--- src/rtl/fifo_port_arbiter_if.sv ---
// Request, grant, data and status bundle between the FIFO port arbiter and its two requesters.
interface fifo_port_arbiter_if #(
  parameter int DW = 8,
  parameter int AW = 4
);
  logic          flush;
  logic          wr_req;
  logic [DW-1:0] wr_data;
  logic          wr_ack;
  logic          rd_req;
  logic          rd_ack;
  logic [DW-1:0] rd_data;
  logic          rd_valid;
  logic [AW:0]   count;
  logic          full;
  logic          empty;
  logic [AW-1:0] waddr;
  logic [AW-1:0] raddr;
  logic          err_clr;
  logic          ovf_err;
  logic          unf_err;

  modport master (
    output flush, wr_req, wr_data, rd_req, err_clr,
    input  wr_ack, rd_ack, rd_data, rd_valid, count, full, empty,
           waddr, raddr, ovf_err, unf_err
  );

  modport slave (
    input  flush, wr_req, wr_data, rd_req, err_clr,
    output wr_ack, rd_ack, rd_data, rd_valid, count, full, empty,
           waddr, raddr, ovf_err, unf_err
  );
endinterface

--- src/rtl/fifo_port_arbiter.sv ---
// Single-port FIFO buffer shared by one writer and one reader; one memory access per cycle,
// alternating priority on contention, occupancy tracking and sticky overflow/underflow flags.
module fifo_port_arbiter #(
  parameter int DW = 8,
  parameter int AW = 4
) (
  input logic               clk,
  input logic               rst,
  fifo_port_arbiter_if.slave bus
);
  localparam int DEPTH = 2 ** AW;
  localparam logic [AW:0]   DEPTH_C = (AW + 1)'(DEPTH);
  localparam logic [AW:0]   CNT_ONE = (AW + 1)'(1);
  localparam logic [AW-1:0] PTR_ONE = AW'(1);

  typedef enum logic {PRI_WR = 1'b0, PRI_RD = 1'b1} pri_t;

  pri_t          pri;
  logic [DW-1:0] mem [DEPTH];
  logic [AW:0]   count;
  logic [AW-1:0] waddr;
  logic [AW-1:0] raddr;
  logic [DW-1:0] rd_data;
  logic          rd_valid;
  logic          ovf_err;
  logic          unf_err;
  logic          full;
  logic          empty;
  logic          we;
  logic          re;
  logic          wr_ack;
  logic          rd_ack;

  assign full  = (count == DEPTH_C);
  assign empty = (count == '0);

  assign we = bus.wr_req & ~full  & ~bus.flush;
  assign re = bus.rd_req & ~empty & ~bus.flush;

  // On contention the side named by pri wins; the two grants are mutually exclusive.
  assign wr_ack = we & (~re | (pri == PRI_WR));
  assign rd_ack = re & (~we | (pri == PRI_RD));

  always_ff @(posedge clk) begin
    if (wr_ack) mem[waddr] <= bus.wr_data;
  end

  always_ff @(posedge clk or posedge rst) begin
    if (rst) begin
      pri      <= PRI_WR;
      count    <= '0;
      waddr    <= '0;
      raddr    <= '0;
      rd_data  <= '0;
      rd_valid <= 1'b0;
      ovf_err  <= 1'b0;
      unf_err  <= 1'b0;
    end else begin
      rd_valid <= rd_ack;
      if (we && re) pri <= (pri == PRI_WR) ? PRI_RD : PRI_WR;

      if (bus.flush) begin
        count <= '0;
        waddr <= '0;
        raddr <= '0;
      end else begin
        if (wr_ack) begin
          waddr <= waddr + PTR_ONE;
          count <= count + CNT_ONE;
        end
        if (rd_ack) begin
          rd_data <= mem[raddr];
          raddr   <= raddr + PTR_ONE;
          count   <= count - CNT_ONE;
        end
      end

      // A new error in the same cycle beats err_clr; a flush cycle never flags errors.
      if (bus.wr_req && full && !bus.flush) ovf_err <= 1'b1;
      else if (bus.err_clr)                 ovf_err <= 1'b0;
      if (bus.rd_req && empty && !bus.flush) unf_err <= 1'b1;
      else if (bus.err_clr)                  unf_err <= 1'b0;
    end
  end

  assign bus.wr_ack   = wr_ack;
  assign bus.rd_ack   = rd_ack;
  assign bus.rd_data  = rd_data;
  assign bus.rd_valid = rd_valid;
  assign bus.count    = count;
  assign bus.full     = full;
  assign bus.empty    = empty;
  assign bus.waddr    = waddr;
  assign bus.raddr    = raddr;
  assign bus.ovf_err  = ovf_err;
  assign bus.unf_err  = unf_err;
endmodule

--- src/flat_wrapper.sv ---
// flat-port wrapper written by rule: the top's interface ports become plain ports
module fifo_port_arbiter_flat 
#(
  parameter int DW = 8,
  parameter int AW = 4
)
  (clk, rst, bus_flush, bus_wr_req, bus_wr_data, bus_rd_req, bus_err_clr, bus_wr_ack, bus_rd_ack, bus_rd_data, bus_rd_valid, bus_count, bus_full, bus_empty, bus_waddr, bus_raddr, bus_ovf_err, bus_unf_err);
  fifo_port_arbiter_if #(.DW(DW), .AW(AW)) bus_i ();
  input logic clk;
  input logic rst;
  input wire logic [$bits(bus_i.flush)-1:0] bus_flush;
  input wire logic [$bits(bus_i.wr_req)-1:0] bus_wr_req;
  input wire logic [$bits(bus_i.wr_data)-1:0] bus_wr_data;
  input wire logic [$bits(bus_i.rd_req)-1:0] bus_rd_req;
  input wire logic [$bits(bus_i.err_clr)-1:0] bus_err_clr;
  output wire logic [$bits(bus_i.wr_ack)-1:0] bus_wr_ack;
  output wire logic [$bits(bus_i.rd_ack)-1:0] bus_rd_ack;
  output wire logic [$bits(bus_i.rd_data)-1:0] bus_rd_data;
  output wire logic [$bits(bus_i.rd_valid)-1:0] bus_rd_valid;
  output wire logic [$bits(bus_i.count)-1:0] bus_count;
  output wire logic [$bits(bus_i.full)-1:0] bus_full;
  output wire logic [$bits(bus_i.empty)-1:0] bus_empty;
  output wire logic [$bits(bus_i.waddr)-1:0] bus_waddr;
  output wire logic [$bits(bus_i.raddr)-1:0] bus_raddr;
  output wire logic [$bits(bus_i.ovf_err)-1:0] bus_ovf_err;
  output wire logic [$bits(bus_i.unf_err)-1:0] bus_unf_err;
  assign bus_i.flush = bus_flush;
  assign bus_i.wr_req = bus_wr_req;
  assign bus_i.wr_data = bus_wr_data;
  assign bus_i.rd_req = bus_rd_req;
  assign bus_i.err_clr = bus_err_clr;
  assign bus_wr_ack = bus_i.wr_ack;
  assign bus_rd_ack = bus_i.rd_ack;
  assign bus_rd_data = bus_i.rd_data;
  assign bus_rd_valid = bus_i.rd_valid;
  assign bus_count = bus_i.count;
  assign bus_full = bus_i.full;
  assign bus_empty = bus_i.empty;
  assign bus_waddr = bus_i.waddr;
  assign bus_raddr = bus_i.raddr;
  assign bus_ovf_err = bus_i.ovf_err;
  assign bus_unf_err = bus_i.unf_err;
  fifo_port_arbiter #(.DW(DW), .AW(AW)) u_core (.clk(clk), .rst(rst), .bus(bus_i));
endmodule
--- config.mk ---
export PLATFORM = sky130hd
export DESIGN_NAME = fifo_port_arbiter_flat
export DESIGN_NICKNAME = d
export VERILOG_FILES = /design/src/rtl/fifo_port_arbiter_if.sv /design/src/rtl/fifo_port_arbiter.sv /design/src/flat_wrapper.sv
export SDC_FILE = /design/constraint.sdc
export NUM_CORES = 1
export LEC_CHECK = 0
export BUFFER_PORTS_ARGS = -buffer_cell sky130_fd_sc_hd__buf_2
export CAP_MARGIN = 20
export CORE_ASPECT_RATIO = 2
export CORE_UTILIZATION = 55
export DETAILED_ROUTE_END_ITERATION = 16
export GPL_TIMING_DRIVEN = 0
export PLACE_DENSITY = 0.74
export SETUP_SLACK_MARGIN = 0.2
export SYNTH_ARGS = -nofsm -noshare
export SYNTH_HDL_FRONTEND = slang
export SYNTH_SLANG_ARGS = --single-unit
--- constraint.sdc ---
create_clock -name clk -period 3.2 [get_ports clk]
set_input_delay 0.32 -clock clk [delete_from_list [all_inputs] [get_ports clk]]
set_output_delay 0.32 -clock clk [all_outputs]
set_load 0.01 [all_outputs]
### After elaboration in Yosys (flattened, before gate mapping)

Memories as Yosys holds them, arrays and structs flattened. A register that Yosys moved wholly into a read port is not among the register bits.
Index checks and enable logic that the tools add are counted.

* eq/ne operators: 1
* bitwise logic cells: 14
* add/sub/neg operators: 4
* multiplexer cells: 13
* reductions and logical operators: 13

Operator list (count)
* 2-to-1 mux 4 bit: 4
* 2-to-1 mux 5 bit: 3
* adder 4 x 1 -> 4 bit (second input constant): 2
* nonzero test 2 bit: 4
* AND 1 bit: 6
* 2-to-1 mux 1 bit: 6
* NOT 1 bit: 6
* adder 5 x 1 -> 5 bit (second input constant): 1
* equality test 5 bit (second input constant): 1
* logical AND 1 bit: 5
* logical NOT 5 bit: 1
* subtractor 5 x 1 -> 5 bit (second input constant): 1
* nonzero test 3 bit: 1
* OR 1 bit: 2
* AND reduction 2 bit: 1
* logical NOT 1 bit: 1

* register bits after elaboration: 17
* bits of input ports: 14
* memory bits (writable): 128
* memories kept: 1

Memories
* u_core.mem: words 16, width 8, read ports 1, clocked after memory_dff 1, write ports 1, line fifo_port_arbiter.sv:19 `logic [DW-1:0] mem [DEPTH];`

### Depth between registers and ports, before layout

* depth after elaboration: 10
* depth in mapped cells: 9
* gate-level depth less buffers: 9

### Least setup slack after synthesis

OpenSTA, ideal clock, no wires.

* kind: reg2reg
* start: reg u_core.count[2] (netlist: u_core.bus.count[2])
* end: reg u_core.count[4] (netlist: u_core.bus.count[4])
* path buffers: 0
* path slack: 657 ps
* arrival time: 2464 ps
* setup time: 79 ps
* cell stages (with the launch flop): 9
* cells stage by stage: dfrtp_1 > or4_4 > o221ai_2 > inv_2 > ha_1 > a21o_1 > a21oi_1 > mux2i_1 > mux2i_1

* word-level cells in the longest chain between the ends: 9
* elaborated cells on any way between the ends: 20
* those cells by class: 2 x add/sub; 1 x eq/ne; 3 x mux; 12 x bitwise; 2 x reduce/logical

RTL lines
* from (decl): line fifo_port_arbiter.sv:20 `logic [AW:0] count;`
* from (signal assigned): line fifo_port_arbiter.sv:69 `count <= count + CNT_ONE;`
* from (signal assigned): line fifo_port_arbiter.sv:74 `count <= count - CNT_ONE;`
* equality test 5 bit: line fifo_port_arbiter.sv:34 `assign full = (count == DEPTH_C);`
* NOT 1 bit: line fifo_port_arbiter.sv:37 `assign we = bus.wr_req & ~full & ~bus.flush;`
* AND 1 bit (2 in a row): line fifo_port_arbiter.sv:37
* NOT 1 bit: line fifo_port_arbiter.sv:42 `assign rd_ack = re & (~we | (pri == PRI_RD));`
* OR 1 bit: line fifo_port_arbiter.sv:42
* AND 1 bit *: line fifo_port_arbiter.sv:42
* via bus_rd_ack: line flat_wrapper.sv:17 `output wire logic [$bits(bus_i.rd_ack)-1:0] bus_rd_ack;`
* 2-to-1 mux 5 bit: line fifo_port_arbiter.sv:71 `if (rd_ack) begin`
* 2-to-1 mux 5 bit: line fifo_port_arbiter.sv:62 `if (bus.flush) begin`

The timed path passes the listed nets; every way through them passes the cells marked *. The select of a mux whose other input is x is not followed.
A chain may end at the register's enable or synchronous reset.

### Worst setup path after layout

* start: reg u_core.count[2] (netlist: u_core.bus.count[2])
* end: reg u_core.count[4] (netlist: u_core.bus.count[4])

* word-level cells in the longest chain between the ends: 9
* elaborated cells on any way between the ends: 20
* those cells by class: 2 x add/sub; 1 x eq/ne; 3 x mux; 12 x bitwise; 2 x reduce/logical

RTL lines (line)
* equality test 5 bit: fifo_port_arbiter.sv:34
* NOT 1 bit: fifo_port_arbiter.sv:37
* AND 1 bit (2 in a row): fifo_port_arbiter.sv:37
* NOT 1 bit: fifo_port_arbiter.sv:42
* OR 1 bit: fifo_port_arbiter.sv:42
* AND 1 bit: fifo_port_arbiter.sv:42
* 2-to-1 mux 5 bit: fifo_port_arbiter.sv:71
* 2-to-1 mux 5 bit: fifo_port_arbiter.sv:62

Parallel ways exist; a longest one is shown, timed or not. The select of a mux whose other input is x is not followed.

==> flow_summary.ini <==
[grt]
grt_pass1_vias = 3564
grt_pass1_wl_um = 20500
grt_start_max_net_pins = 26
track_usage = 0.248
gr-total-overflow = 0
antenna_found_initial = 0

[synthesis]
synthCells = 331
avgSynthCellArea_sq_um = 18.8
synth-seq-cells = 153
yosysWarnings = 0
seq_area_frac_synth = 0.718
syn-num-nets = 354
synth_area_sq_um = 6220
ys_types = 38

[layout]
final_cell_mix = edfxtp_1 (128), buf_2 (46), mux4_2 (32)
area_delta_synth_final_pct = 17.4
final_core_util = 0.667
layout.nets = 414
diodes = 0
final_common_cell = edfxtp_1
drive_above_1_share = 0.295

[die]
pin_count = 42
dieArea_sq_um = 11800
rows = 54
die_y_um = 152
start_util = 0.568
coreArea_sq_um = 10900
die_w_um = 77.2

[sta]
clock_skew_ps = 11.3
rsz0062_at_grt = no
layout_setup_ws_ps = 351
hold_slack_ps = 119
fin_crit_sh = 0.890
slew_headroom = 0.354
hold_viol_final = 0
setup_tns_ps = 0
finalSetupViolCount = 0
layout_min_cycle_time_ps = 2850
drv_slew = 0
max_freq_ghz = 0.351
tightest_slew_ps = 969

[setup_path]
path_cells = or4_4 -> o221ai_2 -> inv_2 -> ha_1 -> a21o_1 -> a21oi_1 -> mux2i_1 -> mux2i_1
worst-path-buf-inv = 1
cp_max_fo = 11
cp_data_required_time_ps = 3540
rr_endpoint = u_core.bus.count[4]
r2r_setup_slack_ps = 350
cp.depth = 8
worstPathArrival_ps = 3190
path_class = reg -> reg
cp_top_family = compound AO/OA/AOI/OAI gates
rr_worst_depth = 8
worstReg2RegStart = u_core.bus.count[2]
end_kind = flop
start_kind = flop
startpoint = u_core.bus.count[2]
cp_slowest_cell = or4_4
slowest_delay_ps = 610
crit_top_cell = mux2i_1

[drt]
wl_um = 13100
vias_per_cell = 5.97
wire_per_inst_um = 24.2
drt_iter0_drc = 197
antenna_left = 0
drc = 0
first_pass_iters = 4
vias = 3247

[clocking]
cts_tree = yes
clock_tree.root_cell = clkbuf_16
htreeDepth = 4
cts-resized-gates = 0
cts_buffers = 17
cts.path.max_buffers = 2
clk_latency_ps = 420
cts_hold_buf = 0
clkTransAtPathRegs_ps = 60
cts_setup_buffers = 0
clock-sinks = 153

[worst_hold_path]
min_path_type = in -> async

[pwr]
power.leakage_nw = 2.66
powerDensity_nw_per_um2 = 764
power_mw = 5.58
peakVddDrop_mv = 0.440

[place]
hpwl_um = 8850
routabilityCongestion = 0.838
pre_cts_slack_ps = 338
port_buffers = 41

[flow_run]
cap_violations = 0

[status]
status = completed
-- synth_stat cells (all sizes together) --
cell type,n,area share
edfxtp,128,0.62
mux4,32,0.12
dfrtp,25,0.10
mux2i,21,0.034
nand2,17,0.011
inv,10,0.0060
nor2,10,0.0060
clkbuf,9,0.0054
o221ai,9,0.014
and2,8,0.0080
ha,8,0.016
buf,7,0.0054
a21oi,5,0.0058
and3,4,0.0040
and4,4,0.0056
nand2b,4,0.0040
a21o,3,0.0036
nor2b,3,0.0030
xnor2,3,0.0042
xor2,3,0.0042
a22o,2,0.0028
nand3,2,0.0016
nor3,2,0.0016
o21ai,2,0.0016
or3,2,0.0020
a211oi,1,0.0020
fa,1,0.0032
mux2,1,0.0024
nand3b,1,0.0012
nand4,1,0.0010
nor3b,1,0.0012
o41ai,1,0.0026
or4,1,0.0018
-- sequential cells by signal (all words and copies together) (netlist names) --
signal,flops
u_core.bus.rd_valid,1
u_core.mem,128
u_core.bus.waddr,4
u_core.bus.raddr,4
u_core.bus.count,5
u_core.bus.rd_data,8
u_core.pri,1
u_core.bus.unf_err,1
u_core.bus.ovf_err,1
-- worst max-delay path by stage --
stage,slack [ps],to
after floorplan,660,u_core.bus.count[4]
after global placement,370,u_core.bus.count[4]
after detailed placement,340,u_core.bus.count[4]
after CTS,300,u_core.bus.count[4]
after global routing,210,u_core.bus.count[4]
final,350,u_core.bus.count[4]
-- kinds of logic after synthesis --
logic type	count (synthesis)	share of synthesized area
flip-flops	153	0.718
AND/OR/NAND/NOR	60	0.0527
multiplexers	54	0.152
buffers and inverters	26	0.0169
AO/OA/AOI/OAI	23	0.0322
adder cells (fa/ha/maj)	9	0.0193
XOR/XNOR	6	0.00845
-- metal layers --
layer	GRT usage	vias up	share of wire
li1	-	1433	-
met1	0.265	1665	0.35
met2	0.420	118	0.55
met3	0.0479	31	0.039
met4	0.198	0	0.062
met5	0	-	0
-- report_power, final --
group	total (mW)	leakage (nW)	switching (mW)	internal (mW)
combinational	0.823	0.837	0.488	0.335
clock	2.35	0.344	0.765	1.58
sequential	2.41	1.48	0.114	2.29
total	5.58	2.66	1.37	4.21
-- per-stage QoR --
stage          instance area [sq um]  cells
6_report                        7300    544
5_1_grt                         7300    544
4_1_cts                         7300    544
3_5_place_dp                    6600    512
3_3_place_gp                    6600    512
2_1_floorplan                   6220    331
-- cell type report --
type,instances,area (sq um)
plain buffers,16,70.1
clock buffers,20,457
clock inverters,12,243
fillers,733,3640
inverters,10,37.5
multi-input cells,152,1650
flip-flops and latches,153,4470
well taps,140,175
repair buffers,41,205
Note: power is estimated with default switching activity, not from simulation.
